**config.mk**
```make
export PLATFORM = sky130hd
export DESIGN_NAME = dma_controller
export DESIGN_NICKNAME = d
export VERILOG_FILES = /design/src/rtl/dma_controller_pkg.sv /design/src/rtl/dma_controller.sv
export SDC_FILE = /design/constraint.sdc
export NUM_CORES = 1
export LEC_CHECK = 0
export BUFFER_PORTS_ARGS = -buffer_cell sky130_fd_sc_hd__buf_2
export CAP_MARGIN = 10
export CORE_MARGIN = 5
export CORE_UTILIZATION = 50
export DETAILED_ROUTE_END_ITERATION = 10
export MAX_ROUTING_LAYER = met4
export PLACE_DENSITY_LB_ADDON = 0.1
export SLEW_MARGIN = 20
export SYNTH_ARGS = -nofsm -noshare
export SYNTH_HDL_FRONTEND = slang
export SYNTH_SLANG_ARGS = --single-unit
```
**constraint.sdc**
```tcl
create_clock -name clk -period 2.7 [get_ports clk]
set_clock_uncertainty 0.05 [all_clocks]
set_input_delay 0.27 -clock clk [delete_from_list [all_inputs] [get_ports clk]]
set_output_delay 0.27 -clock clk [all_outputs]
set_load 0.01 [all_outputs]
```
**src/rtl/dma_controller_pkg.sv**
```systemverilog
// Shared definitions for the DMA bus-master engine: FSM state encodings and transfer length.
// DMA_LAST_IDX is also consumed by the CPU hazard/stall logic to detect release.
package dma_controller_pkg;

  localparam logic [2:0] ST_IDLE  = 3'd0;
  localparam logic [2:0] ST_REQ   = 3'd1;
  localparam logic [2:0] ST_FETCH = 3'd2;
  localparam logic [2:0] ST_WRITE = 3'd3;
  localparam logic [2:0] ST_DONE  = 3'd4;

  localparam int XFER_LEN_DEFAULT = 12;
  localparam int DMA_LAST_IDX     = XFER_LEN_DEFAULT - 1;

endpackage

```
**src/rtl/dma_controller.sv**
```systemverilog
// DMA engine: takes a CPU command, requests the bus (BR/BG), copies XFER_LEN device words to memory.
// Optional abort support is compiled in with `define DMA_ABORT_EN.
module dma_controller
  import dma_controller_pkg::*;
#(
  parameter int WORD_SIZE = 16,
  parameter int XFER_LEN  = XFER_LEN_DEFAULT,
  parameter int CNT_W     = 4
) (
  input  logic                 clk,
  input  logic                 reset_n,
  input  logic                 cmd_valid,
  input  logic [WORD_SIZE-1:0] cmd_addr,
  output logic                 cmd_ready,
  output logic                 BR,
  input  logic                 BG,
  input  logic [WORD_SIZE-1:0] dev_data,
  input  logic                 dev_valid,
  output logic                 dev_ready,
  output logic [WORD_SIZE-1:0] mem_addr,
  output logic [WORD_SIZE-1:0] mem_data,
  output logic                 mem_write,
  input  logic                 mem_ack,
  output logic [CNT_W-1:0]     dma_counter,
  output logic                 dma_end,
`ifdef DMA_ABORT_EN
  input  logic                 abort,
  output logic                 dma_aborted,
`endif
  output logic [2:0]           dbg_state
);

  // Handshakes: a transfer happens on the rising clk edge where valid && ready are both 1;
  // the producer holds valid and its payload stable until that edge.
  localparam logic [CNT_W-1:0] LAST_IDX = CNT_W'(XFER_LEN - 1);

  logic [2:0]           state;
  logic [WORD_SIZE-1:0] base_addr;
  logic                 dev_ready_q;
  logic [CNT_W-1:0]     cnt_next;
  logic                 take;
  logic                 abort_now;
  logic                 abort_seen;

`ifdef DMA_ABORT_EN
  logic abort_pend;
  assign abort_now  = abort;
  assign abort_seen = abort_pend | abort;
`else
  assign abort_now  = 1'b0;
  assign abort_seen = 1'b0;
`endif

  // A withdrawn grant (or an abort) must block the device handshake in the same cycle.
  assign dev_ready = dev_ready_q & BG & ~abort_now;
  assign take      = dev_valid & dev_ready;
  assign cnt_next  = dma_counter + CNT_W'(1);
  assign dbg_state = state;

  always_ff @(posedge clk or negedge reset_n) begin
    if (!reset_n) begin
      state       <= ST_IDLE;
      base_addr   <= '0;
      cmd_ready   <= 1'b1;
      BR          <= 1'b0;
      dev_ready_q <= 1'b0;
      mem_addr    <= '0;
      mem_data    <= '0;
      mem_write   <= 1'b0;
      dma_counter <= '0;
      dma_end     <= 1'b0;
    end else begin
      dma_end <= 1'b0;
      case (state)
        ST_IDLE: begin
          if (cmd_valid) begin
            base_addr   <= cmd_addr;
            mem_addr    <= cmd_addr;
            dma_counter <= '0;
            BR          <= 1'b1;
            cmd_ready   <= 1'b0;
            state       <= ST_REQ;
          end
        end
        ST_REQ: begin
          if (abort_now) begin
            BR      <= 1'b0;
            dma_end <= 1'b1;
            state   <= ST_DONE;
          end else if (BG) begin
            dev_ready_q <= 1'b1;
            state       <= ST_FETCH;
          end
        end
        ST_FETCH: begin
          if (abort_now) begin
            dev_ready_q <= 1'b0;
            BR          <= 1'b0;
            dma_end     <= 1'b1;
            state       <= ST_DONE;
          end else if (take) begin
            mem_data    <= dev_data;
            mem_write   <= 1'b1;
            dev_ready_q <= 1'b0;
            state       <= ST_WRITE;
          end
        end
        ST_WRITE: begin
          // The in-flight write always completes, whatever BG or abort do meanwhile.
          if (mem_ack) begin
            mem_write <= 1'b0;
            if (dma_counter == LAST_IDX || abort_seen) begin
              BR      <= 1'b0;
              dma_end <= 1'b1;
              state   <= ST_DONE;
            end else begin
              dma_counter <= cnt_next;
              mem_addr    <= base_addr + WORD_SIZE'(cnt_next);
              dev_ready_q <= 1'b1;
              state       <= ST_FETCH;
            end
          end
        end
        ST_DONE: begin
          cmd_ready <= 1'b1;
          state     <= ST_IDLE;
        end
        default: begin
          BR          <= 1'b0;
          dev_ready_q <= 1'b0;
          mem_write   <= 1'b0;
          cmd_ready   <= 1'b1;
          state       <= ST_IDLE;
        end
      endcase
    end
  end

`ifdef DMA_ABORT_EN
  always_ff @(posedge clk or negedge reset_n) begin
    if (!reset_n) begin
      abort_pend  <= 1'b0;
      dma_aborted <= 1'b0;
    end else if (state == ST_IDLE && cmd_valid) begin
      abort_pend  <= 1'b0;
      dma_aborted <= 1'b0;
    end else if (abort && (state == ST_REQ || state == ST_FETCH || state == ST_WRITE)) begin
      abort_pend  <= 1'b1;
      dma_aborted <= 1'b1;
    end
  end
`endif

endmodule

```
# --- Yosys cells after proc, flatten, opt, wreduce, memory -nomap -nowiden ---
# Index checks and enable logic that the tools add are counted.
word_totals:
  mem_count: 0
  romBits: 0
  mem_bits_rw: 0
  inputBits: 38
  latch_bits: 0
  register_bits: 60
classes:
  add_sub_neg: 2
  bitwise: 6
  n_reduce_logical: 14
  div: 0
  n_shift: 0
  n_mux: 31
  n_eq_ne: 11
  order_cmp: 0
  multipliers: 0
ops:
  columns: ["operator", "n"]
  rows:
  - ["$mux 16", 3]
  - ["$pmux 16 s2", 1]
  - ["$add 16x4->16", 1]
  - ["$mux 3", 5]
  - ["$mux 1", 13]
  - ["$mux 4", 3]
  - ["$ne 2x2->1 const B", 6]
  - ["$pmux 3 s4", 1]
  - ["$reduce_and 4->1", 3]
  - ["$reduce_or 3->1", 3]
  - ["$pmux 4 s2", 1]
  - ["$eq 3x2->1 const B", 2]
  - ["$pmux 1 s3", 2]
  - ["$reduce_and 2->1", 3]
  - ["$reduce_and 5->1", 1]
  - ["$add 4x1->4 const B", 1]
  - ["$eq 4x4->1 const B", 1]
  - ["$not 1->1", 4]
  - ["$pmux 1 s4", 1]
  - ["$eq 3x1->1 const B", 1]
  - ["$eq 3x3->1 const B", 1]
  - ["$logic_not 3->1", 1]
  - ["$reduce_and 3->1", 1]
  - ["$and 1x1->1", 2]
  - ["3 further kinds", 3]

# --- Logic depth before layout (Yosys ltp) ---
logic_depth:
  depth_word: 5
  mapped_depth: 9
  mapped_depth_nobuf: 9

# --- Worst setup path after synthesis ---
# OpenSTA, ideal clock, no wires.
synth_timing:
  kind: "register to register"
  from: "register dma_counter[0]"
  to: "register mem_addr[13]"
  arrival_time_ns: 2.193
  slack_ns: 0.388
  path_stages_with_launch: 9
  setup_time_ns: 0.069
  synth_period_minus_slack_ns: 2.312
  path_buffers: 0
  path_cell_list: "dfrtp_1 ha_1 xor2_1 ha_1 nand3_1 o22ai_1 nand3_1 or4_1 nand3_1"
synth_via:
  elab_chain_cells: 5
  word_cells_on_any_way: 8
  cone_classes: "add/sub (2); eq/ne (2); mux (3); reduce/logical (1)"
synth_lines:
  columns: ["element", "line", "rtl"]
  rows:
  - ["start, declared", "dma_controller.sv:24", "output logic [CNT_W-1:0] dma_counter,"]
  - ["start signal, assigned", "dma_controller.sv:117", "dma_counter <= cnt_next;"]
  - ["$add 4x1->4", "dma_controller.sv:57", "assign cnt_next = dma_counter + CNT_W'(1);"]
  - ["$add 16x4->16", "dma_controller.sv:118", "mem_addr <= base_addr + WORD_SIZE'(cnt_next);"]
  - ["$mux 16", "dma_controller.sv:112", "if (dma_counter == LAST_IDX || abort_seen) begin"]
  - ["$mux 16", "dma_controller.sv:110", "if (mem_ack) begin"]
  - ["$pmux 16 s2", "dma_controller.sv:74", "case (state)"]
  - ["end signal, assigned", "dma_controller.sv:78", "mem_addr <= cmd_addr;"]
  - ["end signal, assigned", "dma_controller.sv:118", null]
  - ["end, declared", "dma_controller.sv:20", "output logic [WORD_SIZE-1:0] mem_addr,"]
# Several ways; a longest one is shown, not always the timed one. The select of a mux whose other input is x is not followed.
# A chain may end at the register's enable or synchronous reset.

# --- Final worst setup path ---
layout_timing:
  from: "register dma_counter[0]"
  to: "register mem_addr[8]"
# Same word-level chain as after synthesis.

==> impl_metrics.ini <==
[finish]
multi_input_area_um2 = 1260
final_core_util_pct = 63.9
layout.cells.non_filler = 447
drive_above_1_share_pct = 32.3
final_common_cell = buf_2
area_growth_pct = 24.3
diodes = 0
final_cell_mix = buf_2 (81), nand2_1 (66), dfrtp_1 (59)
final_area_um2 = 3540
nets = 414
ff_latch_area_um2 = 1500
num-fill-cells = 483

[yosys]
synth_top_family_by_area = simple AND/OR/NAND/NOR gates
ys_ff_latch = 60
synth_fa_ha_area_share_pct = 2.90
synth.distinct_cells = 46
synth_warnings = 0
synthMuxAreaShare_pct = 7.02
yosys.area_share.xor_xnor_pct = 3.38
ys_seq_area_share_pct = 52.7
synthFlopType = dfrtp_1
synth_nets = 327
synthCells = 283
synth_edf_count = 0
synth_compound_area_share_pct = 11.0
async_flop_share_pct = 100
synth_area_um2 = 2850
yosys.area_share.simple_pct = 19.9
syn_avg_cell_area_um2 = 10.1

[detailed_routing]
wl_per_cell_um = 15.1
firstDrtPassIters = 5
drtIter0Drc = 107
routed_via_density = 5.24
vias = 2341
drc = 0
wl_um = 6740
ant_nets = 0

[timing]
tns_ps = 0
final-hold-violation-count = 0
slew_violations = 0
grt_setup_unrepaired = no
slew-limit-headroom_pct = 53.8
fin_crit_ps = 2400
tightest_slew_ps = 693
post-route-period-util_pct = 89.0
layout_setup_ws_ps = 298
clock.fmax_ghz = 0.416
setup_violations = 0
hold-worst-slack_ps = 97.9

[worst_setup_path]
crit_fanout = 6
crit_path_end_kind = register
criticalPathCategory = register to register
cp.required_ps = 2840
cp.arrival_ps = 2540
worstSetupStartpointType = register

[clock_network]
cts_setup_buffers = 0
htreeDepth = 3
worstSkewPairLatency_ps = 330
root_buffer = clkbuf_8
ctsHoldBuffers = 1
cts.clk_slew.worst_paths_ps = 70
cts_resized = 0
cts_made_buffers = 9
clk_path_buf_depth = 2
clock_sinks = 60
cts_tree = built

[grt]
grt_pass1_wl_um = 11400
grt_max_degree = 33
grt_pass1_vias = 2347
antenna_found_initial = 0
grt.total_usage_pct = 20.3
overflow = 0

[die]
die_area_um2 = 7310
fp.dieH_um = 85.5
initial_core_util_pct = 51.4
die_w_um = 85.5
io-pin-count = 82
core.rowCount = 27
coreArea_um2 = 5540

[hold_path]
hold_path.class = input pin to register

[run_status]
status = completed

[job]
maxCapViolCount = 0

[power]
worst_ir_drop_vdd_v = 0.000519
leakage_nw = 1.79
power.total_mw = 3.67
p_per_area_nw_per_um2 = 1040

[placement]
gp_congestion = 0.827
dpl_cell_area_um2 = 3340
port_buffers = 81
place_ws_ps = 381
dpl.hpwl_um = 4830
dp_cells = 430
-- where the power goes --
group	total (mW)	internal, mW	switching, mW
combinational	1.32	0.591	0.733
sequential	1.55	1.28	0.274
clock	0.800	0.451	0.349
total	3.67	2.32	1.36
-- area by class of cell --
| cell class | count | area share, % |
|---|---|---|
| Inverter | 8 | 0.848 |
| Clock buffer | 12 | 4.10 |
| Tap cell | 72 | 2.54 |
| Sequential cell | 60 | 42.4 |
| Multi-Input combinational cell | 204 | 35.6 |
| Timing Repair Buffer | 87 | 13.1 |
| Clock inverter | 4 | 1.38 |
-- flip-flops by register name, summed over array words and instances (netlist names), 3 cells and up --
signal,flops
dma_counter,4
base_addr,16
mem_data,16
mem_addr,16
dbg_state,3
-- critical path, stage by stage, from the launching register on --
cell	delay [ps]
dfrtp_1	430
ha_1	280
xor2_1	180
ha_1	320
nor2b_1	160
o31a_1	320
and4_1	240
xnor2_1	170
o211ai_1	110
-- Yosys cell counts, drive strengths merged (2+ instances only) --
cell type	count	area, um2
nor2b	5	31.3
nand4	5	31.3
clkbuf	8	30.0
o211ai	8	60.1
o21a	2	22.5
and3	4	25.0
inv	8	30.0
nand3	9	45.0
and4	3	26.3
and2	3	18.8
mux2i	2	20.0
a21oi	14	70.1
xnor2	2	17.5
o21ai	14	70.1
nor3	4	20.0
nand2	66	248
nand2b	2	12.5
mux2	16	180
ha	5	62.6
nor2	13	48.8
xor2	9	78.8
buf	3	27.5
dfrtp	59	1480
-- per-layer routing --
layer	routed length (um)	up-vias	global-route usage, %
li1	-	1156	-
met1	3010	1113	26.6
met2	3250	59	31.0
met3	361	13	4.61
met4	120	0	7.19
met5	0	-	-
-- worst paths after layout --
check                                from           end  slack [ps]  cells after the start
max                        dma_counter[0]   mem_addr[8]         300                      8
max in group asynchronous         reset_n     cmd_ready        1470                      3
min                           cmd_addr[7]  base_addr[7]         100                      3
max reg2reg                dma_counter[0]   mem_addr[8]         300                      8
min reg2reg                   mem_addr[1]   mem_addr[1]         420                      2
min in group asynchronous         reset_n   mem_addr[1]         470                      2
-- cells by family after synthesis --
group                    after synthesis
AO/OA/AOI/OAI                         49
multiplexers                          18
XOR/XNOR                              11
buffers and inverters                 19
AND/OR/NAND/NOR                      120
adder cells (fa/ha/maj)                6
flip-flops                            60
Note: power is estimated with default switching activity, not from simulation.
